$ cat config.mk
export PLATFORM = sky130hd
export DESIGN_NAME = div_unit
export DESIGN_NICKNAME = d
export VERILOG_FILES = /design/src/rtl/div_unit.sv
export SDC_FILE = /design/constraint.sdc
export NUM_CORES = 1
export LEC_CHECK = 0
export BUFFER_PORTS_ARGS = -buffer_cell sky130_fd_sc_hd__buf_2
export CAP_MARGIN = 20
export CORE_MARGIN = 3
export CORE_UTILIZATION = 30
export CTS_CLUSTER_SIZE = 20
export DETAILED_ROUTE_END_ITERATION = 10
export GPL_ROUTABILITY_DRIVEN = 0
export SETUP_SLACK_MARGIN = 0.05
export SYNTH_ARGS = -nofsm -noshare
export SYNTH_HDL_FRONTEND = slang
export SYNTH_SLANG_ARGS = --single-unit
$ cat constraint.sdc
create_clock -name clk -period 6.05 [get_ports clk]
set_clock_uncertainty 0.05 [all_clocks]
set_input_delay 1.21 -clock clk [delete_from_list [all_inputs] [get_ports clk]]
set_output_delay 1.21 -clock clk [all_outputs]
set_load 0.005 [all_outputs]
$ cat src/rtl/div_unit.sv
// Iterative RV32M divider (DIV/DIVU/REM/REMU) for the execute stage.
// Holds the pipeline through stall_req while a quotient is being formed and
// releases it in the cycle the registered result is presented.
//
//   state  | meaning
//   -------+-----------------------------------------------------------
//   S_IDLE | waiting for e_start; special cases resolve directly to DONE
//   S_CALC | one restoring quotient bit per cycle, r_cnt counts down
//   S_DONE | result/result_valid presented, stall released, back to IDLE
module div_unit #(
    parameter int XLEN = 32
) (
    input  logic            clk,
    input  logic            rst_n,
    input  logic            e_start,
    input  logic [1:0]      e_funct3,
    input  logic [XLEN-1:0] e_op_a,
    input  logic [XLEN-1:0] e_op_b,
    input  logic            kill,
    output logic            stall_req,
    output logic            busy,
    output logic [XLEN-1:0] result,
    output logic            result_valid
);
    localparam int CW = $clog2(XLEN) + 1;

    typedef enum logic [1:0] {S_IDLE, S_CALC, S_DONE} state_t;

    state_t          r_state;
    logic [CW-1:0]   r_cnt;
    logic [XLEN-1:0] r_rem;
    logic [XLEN-1:0] r_quo;
    logic [XLEN-1:0] r_dvsr;
    logic            r_is_rem;
    logic            r_neg_q;
    logic            r_neg_r;

    logic            w_signed;
    logic            w_a_neg;
    logic            w_b_neg;
    logic [XLEN-1:0] w_abs_a;
    logic [XLEN-1:0] w_abs_b;
    logic            w_div_zero;
    logic            w_ovf;
    logic [XLEN:0]   w_shift;
    logic [XLEN:0]   w_trial;
    logic            w_qbit;
    logic [XLEN-1:0] w_rem_nxt;
    logic [XLEN-1:0] w_quo_nxt;
    logic [XLEN-1:0] w_q_fix;
    logic [XLEN-1:0] w_r_fix;
    logic [XLEN-1:0] w_final;

    // Operand decode at issue: magnitudes for signed ops, raw for unsigned
    assign w_signed   = ~e_funct3[0];
    assign w_a_neg    = w_signed & e_op_a[XLEN-1];
    assign w_b_neg    = w_signed & e_op_b[XLEN-1];
    assign w_abs_a    = w_a_neg ? -e_op_a : e_op_a;
    assign w_abs_b    = w_b_neg ? -e_op_b : e_op_b;
    assign w_div_zero = (e_op_b == '0);
    assign w_ovf      = w_signed & (e_op_a == {1'b1, {(XLEN-1){1'b0}}}) & (&e_op_b);

    // Restoring step: shift in next dividend bit, trial-subtract divisor.
    // The kept remainder is always below the divisor, so XLEN bits suffice.
    assign w_shift   = {r_rem, r_quo[XLEN-1]};
    assign w_trial   = w_shift - {1'b0, r_dvsr};
    assign w_qbit    = ~w_trial[XLEN];
    assign w_rem_nxt = w_qbit ? w_trial[XLEN-1:0] : w_shift[XLEN-1:0];
    assign w_quo_nxt = {r_quo[XLEN-2:0], w_qbit};

    // Sign fix-up on the final step; divisor is nonzero whenever CALC runs
    assign w_q_fix = r_neg_q ? -w_quo_nxt : w_quo_nxt;
    assign w_r_fix = r_neg_r ? -w_rem_nxt : w_rem_nxt;
    assign w_final = r_is_rem ? w_r_fix : w_q_fix;

    // Stall covers the accept cycle and all of CALC; DONE lets the op retire
    assign stall_req = ~kill & (((r_state == S_IDLE) & e_start) | (r_state == S_CALC));

    // Divider FSM with registered result, strobe and busy
    always_ff @(posedge clk or negedge rst_n) begin
        if (!rst_n) begin
            r_state      <= S_IDLE;
            r_cnt        <= '0;
            r_rem        <= '0;
            r_quo        <= '0;
            r_dvsr       <= '0;
            r_is_rem     <= 1'b0;
            r_neg_q      <= 1'b0;
            r_neg_r      <= 1'b0;
            busy         <= 1'b0;
            result       <= '0;
            result_valid <= 1'b0;
        end else begin
            result_valid <= 1'b0;
            if (kill) begin
                r_state <= S_IDLE;
                busy    <= 1'b0;
            end else begin
                case (r_state)
                    S_IDLE: begin
                        if (e_start) begin
                            r_is_rem <= e_funct3[1];
                            r_neg_q  <= w_a_neg ^ w_b_neg;
                            r_neg_r  <= w_a_neg;
                            r_quo    <= w_abs_a;
                            r_dvsr   <= w_abs_b;
                            r_rem    <= '0;
                            busy     <= 1'b1;
                            if (w_div_zero) begin
                                result       <= e_funct3[1] ? e_op_a : {XLEN{1'b1}};
                                result_valid <= 1'b1;
                                r_state      <= S_DONE;
                            end else if (w_ovf) begin
                                result       <= e_funct3[1] ? '0 : e_op_a;
                                result_valid <= 1'b1;
                                r_state      <= S_DONE;
                            end else begin
                                r_cnt   <= CW'(XLEN);
                                r_state <= S_CALC;
                            end
                        end
                    end
                    S_CALC: begin
                        r_rem <= w_rem_nxt;
                        r_quo <= w_quo_nxt;
                        r_cnt <= r_cnt - 1'b1;
                        if (r_cnt == CW'(1)) begin
                            result       <= w_final;
                            result_valid <= 1'b1;
                            r_state      <= S_DONE;
                        end
                    end
                    default: begin
                        r_state <= S_IDLE;
                        busy    <= 1'b0;
                    end
                endcase
            end
        end
    end
endmodule

After elaboration in Yosys (flattened, before gate mapping):

Cells that the tools add are included.

* flip-flop bits (word level): 141
* latch bits: 0
* memory bits (writable): 0
* bits in read-only memories: 0
* input port bits: 70
* output and inout port bits: 35
* word-level logic and storage cells: 85
* memories kept: 0

* $add $sub $neg: 6
* multiply operators: 0
* div/mod/pow operators: 0
* order comparisons: 0
* equality and inequality tests: 11
* shift-type cells: 0
* muxes and demuxes: 36
* bitwise gates (word level): 11
* reductions and logical operators: 10

Operator list (count)
* two-way mux 32 bit: 14
* case mux 32 bit (2 select lines): 3
* negation 32 bit: 4
* subtractor 33 x 32 -> 33 bit: 1
* == test 32 bit (second input constant): 1
* zero test 32 bit: 1
* AND reduction 32 bit: 1
* two-way mux 6 bit: 3
* case mux 6 bit (2 select lines): 1
* two-way mux 2 bit: 5
* AND reduction 5 bit: 2
* != test 2 bit (second input constant): 4
* two-way mux 1 bit: 7
* AND 1 bit: 6
* == test 6 x 1 -> 1 bit (second input constant): 1
* != test 3 bit (second input constant): 2
* AND reduction 3 bit: 2
* subtractor 6 x 1 -> 6 bit (second input constant): 1
* case mux 1 bit (2 select lines): 2
* case mux 2 bit (2 select lines): 1
* AND reduction 2 bit: 2
* != test 3 x 2 -> 1 bit (second input constant): 1
* NOT 1 bit: 3
* == test 2 x 1 -> 1 bit (second input constant): 1
* other kinds (5): 5

Depth between registers and ports, before layout:

* depth in word-level cells: 8
* mapped depth: 23
* mapped depth without buffers: 21

Least setup slack after synthesis:

Ideal clock, no wire load.

* path type: reg-to-reg
* from: register r_quo[31]
* to: register result[28]
* data arrival time: 4.549 ns
* data required time: 5.928 ns
* path slack: 1.379 ns
* cell stages (with the launch flop): 23
* path buffers: 2
* period minus slack after synthesis: 4.671 ns
* cells stage by stage: dfrtp_1 inv_1 ha_1 fa_1 nor2b_1 o31a_1 o21ai_2 a2111oi_4 o21a_2 nor2_8 inv_4 buf_4 buf_2 ha_1 nand3_1 or3_4 o31ai_2 xor2_1 o31ai_1 nand3b_1 o32a_1 o311ai_1 nor2_1

* longest elaborated chain between the ends: 7

Ends and longest elaborated chain
* start, declared: line 32 `logic [XLEN-1:0] r_quo;`
* start signal, assigned: line 105 `r_quo <= w_abs_a;`
* start signal, assigned: line 125 `r_quo <= w_quo_nxt;`
* subtractor 33 x 32 -> 33 bit: line 66 `assign w_trial = w_shift - {1'b0, r_dvsr};`
* two-way mux 32 bit / NOT 1 bit (equally long branches): line 68, 67
* negation 32 bit, on equally long branches: line 73, 72
* two-way mux 32 bit, on equally long branches: line 73, 72
* two-way mux 32 bit *: line 74 `assign w_final = r_is_rem ? w_r_fix : w_q_fix;`
* two-way mux 32 bit *: line 127 `if (r_cnt == CW'(1)) begin`
* case mux 32 bit (2 select lines) *: line 99 `case (r_state)`
* end signal, assigned: line 110 `result <= e_funct3[1] ? e_op_a : {XLEN{1'b1}};`
* end signal, assigned: line 114 `result <= e_funct3[1] ? '0 : e_op_a;`
* end signal, assigned: line 128 `result <= w_final;`
* end, declared: line 22 `output logic [XLEN-1:0] result,`

Every way passes the cells marked *; elsewhere a longest branch is shown, timed or not. The select of a mux whose other input is x is not followed.
A chain may end at the register's enable or synchronous reset.

Worst setup path after layout:

* from: register r_rem[12]
* to: register result[28]

* longest elaborated chain between the ends: 7

Ends and longest elaborated chain
* start, declared: line 31 `logic [XLEN-1:0] r_rem;`
* start signal, assigned: line 124 `r_rem <= w_rem_nxt;`
* subtractor 33 x 32 -> 33 bit: line 66
* two-way mux 32 bit / NOT 1 bit (equally long branches): line 68, 67
* negation 32 bit, on equally long branches: line 73, 72
* two-way mux 32 bit, on equally long branches: line 73, 72
* two-way mux 32 bit *: line 74
* two-way mux 32 bit *: line 127
* case mux 32 bit (2 select lines) *: line 99

Marked as above.

==> run summary <==
Simple-Gate Fraction of Synth Area: 21.1%
Max Root-Sink Buffers: 2
DR iter-0 viols: 1065
Synth Area in Compound Gates: 27.7%
worst-margin pin slew: 1.15 ns
Core Util, Final: 34.8%
largest cells by area after synthesis: dfrtp_1, o21ai_0, a21oi_1, nand2_1, xor2_1
initial antenna violation count: 1
Avg WL per Cell: 19.2 µm
Die X: 206 µm
Pwr Total: 7.41 mW
EDFF count, synth: 0
WP data arrival: 5.76 ns
GR Layer Usage met1: 25.5%
crit path time final: 5.43 ns
Synth Warn #: 0
CP required: 6.38 ns
post-route ant nets: 0
crit path capture type: register
H-tree levels: 4
RSZ-0062 raised after global routing: false
flops & latches, synth: 141
Pwr Density: 544 nW/µm²
Ant. Diodes: 0
Hold Violations, Final: 0
Final Setup Violations: 0
Setup Buffers After CTS: 0
Post-Route WL: 41300 µm
Async SR Flop Fraction: 100%
CTS root buf: clkbuf_16
cell area after synthesis: 12000 µm²
max-cap violations: 0
Yosys top cell by area: dfrtp_1
largest family of logic cells by synthesized area: compound AO/OA/AOI/OAI gates
Mapped Cells: 1565
Seq. cell area: 3530 µm²
total grt overflow: 0
CTS resizes: 0
Post-DP HPWL: 31200 µm
multi-input combinational cell area: 7920 µm²
fillers: 4154
sequential area share after synthesis: 29.4%
Top Usage Layer GRT: met2
Slowest cell on crit path: ha_1
GR Util All Layers: 19.3%
Nets: 1737
Synth Area in XOR/XNOR: 9.20%
Worst Hold Class: reg -> reg
largest net degree at the start of global routing: 99
Peak Freq: 0.184 GHz
CP max stage delay: 0.52 ns
share of layout cells above drive strength 1: 12.1%
router iterations before antenna repair: 5
Rel. slew slack: 23.0%
LEAKAGE: 5.62 nW
CP Max Fanout: 32
Tcrit/Tclk final: 89.8%
share of the synthesized area in the top cell type: 29.4%
nature of the critical path startpoint: register
M3 GR Usage: 2.71%
# IOs: 105
net count after synthesis: 1675
clk sinks: 141
ys flop type: dfrtp_1
Worst-Skew Late Latency: 0.44 ns
synthesized area per cell: 7.67 µm²
mux cell area share after synthesis: 3.21%
final slew viol count: 0
Num CTS Buffers: 17
core area: 39100 µm²
Synth Area in Adders: 4.57%
synth unique cells: 94
Via density: 5.59
Die Y: 206 µm
clk slew on worst S/H paths: 0.07 ns
hold_buf cts: 0
num rows: 72
VDD IR max: 0.000372 V
drc violations: 0
IO buf count: 104
first-pass GRT wire length: 65100 µm
Total Neg Setup Slack: 0 ns
CTS tree: built
number of global-route vias before repair: 11500
Initial Utilization: 30.7%
Die ar.: 42400 µm²
Area Growth Syn to Fin: 13.4%
routed vias: 12100
M2 GR Usage: 31.5%
outcome: complete, no violations
crit-path cells: ha_1 > nand4_2 > a2111oi_4 > o21ai_2 > a2111oi_4 > o21a_2 > nor2_8 > inv_4 > ha_1 > nand3_1 > or3_4 > o31ai_2 > xor2_1 > o31ai_1 > nand3b_1 > o32a_1 > o311ai_1 > nor2_1
Setup CP Type: reg -> reg
-- where the power goes --
group          switching (mW)  internal, mW  leakage (nW)  total [mW]
Clock                   0.465         0.618         0.283        1.08
Combinational            3.01          1.74          3.51        4.75
Sequential              0.341          1.24          1.83        1.58
-- path summary, 6_finish.rpt --
path / from / endpoint / slack (ns) / cells after the start
setup / recovery: r_rem[12]$_DFFE_PN0P_ / result[28]$_DFFE_PN0P_ / 0.62 / 18
hold / removal: r_dvsr[22]$_DFFE_PN0P_ / r_dvsr[22]$_DFFE_PN0P_ / 0.43 / 2
setup reg to reg: r_rem[12]$_DFFE_PN0P_ / result[28]$_DFFE_PN0P_ / 0.62 / 18
hold reg to reg: r_dvsr[22]$_DFFE_PN0P_ / r_dvsr[22]$_DFFE_PN0P_ / 0.43 / 2
max in group asynchronous: rst_n / r_rem[18]$_DFFE_PN0P_ / 3.92 / 2
min in group asynchronous: rst_n / r_quo[9]$_DFFE_PN0P_ / 0.85 / 1
-- stage by stage --
step           setup slack [ns]  std cells  hold slack, ns  cell area [µm²]
2_1_floorplan              1.38       1565           0.400            12000
3_3_place_gp              0.809       2125           0.407            13000
3_5_place_dp              0.702       2125           0.415            13000
4_1_cts                   0.697       2156           0.439            13600
5_1_grt                   0.279       2157           0.453            13600
6_report                  0.619       2157           0.432            13600
-- registers in the layout, summed over array words and instances (netlist names) --
signal / flops
r_state: 2
result: 32
r_neg_r: 1
result_valid: 1
r_cnt: 6
r_is_rem: 1
r_quo: 32
r_rem: 32
r_neg_q: 1
busy: 1
r_dvsr: 32
-- cells in the final DEF, fill, tap and decap left out, types with 7 or more instances in the layout --
master,Yosys,layout
mux2i_1,28,28
ha_1,39,39
or3_1,23,23
or4_1,8,8
xnor2_1,55,55
o41ai_1,18,18
nor2_1,143,143
o21ai_1,9,8
o21a_1,11,11
o211ai_1,11,11
and2_1,13,13
a211oi_1,12,12
nand2_1,191,191
xor2_1,71,71
inv_1,59,59
nand2b_1,10,10
a21o_1,9,9
nor2b_1,10,9
nand4_1,19,19
a21oi_1,151,151
clkbuf_16,0,17
o22ai_1,9,9
nor4_1,26,26
buf_4,3,25
o31ai_1,25,25
dfrtp_1,141,141
nor3_1,33,33
a31oi_1,15,15
buf_2,13,103
nand3_1,24,24
o21ai_0,192,192
and3_1,7,7
-- worst max-delay path, delay by kind of cell (launching register included) --
family                     cells  cell delay [ns]
buffers and inverters          1             0.31
and+or+nand+nor                6             1.35
DFF                            1             0.42
adders and majority gates      2             0.82
xor gates and xnor gates       1             0.09
AOI/OAI and AO/OA              8             2.28
-- synthesized netlist by cell type, types with 28 or more instances --
| cell type | count |
|---|---|
| nor3_1 | 33 |
| xnor2_1 | 55 |
| nor2_1 | 143 |
| clkbuf_1 | 68 |
| nand2_1 | 191 |
| ha_1 | 39 |
| a21oi_1 | 151 |
| inv_1 | 59 |
| dfrtp_1 | 141 |
| mux2i_1 | 28 |
| xor2_1 | 71 |
| o21ai_0 | 192 |
-- cells by family (layout without fill, tap and decap cells) --
logic type      Yosys count  after routing
compound gates          536            536
simple gates            536            536
buf+inv                 146            220
flops                   141            141
xor+xnor                126            126
fa+ha+maj                44             44
mux                      36             36
-- per-layer routing --
layer / wire (µm) / part of all wire, %
met5: 13 / 0.031
met4: 1660 / 4.0
met3: 1960 / 4.8
met2: 19700 / 48
met1: 18000 / 44
-- final cells by class --
| class | instances | share of cell area (%) |
|---|---|---|
| Clock buffer | 18 | 3.23 |
| Clock inverter | 13 | 1.02 |
| Inverter | 60 | 1.67 |
| Multi-Input combinational cell | 1278 | 58.2 |
| Sequential cell | 141 | 25.9 |
| Tap cell | 518 | 4.76 |
| Timing Repair Buffer | 129 | 5.25 |
No activity file was read; power rests on OpenSTA's default activity.
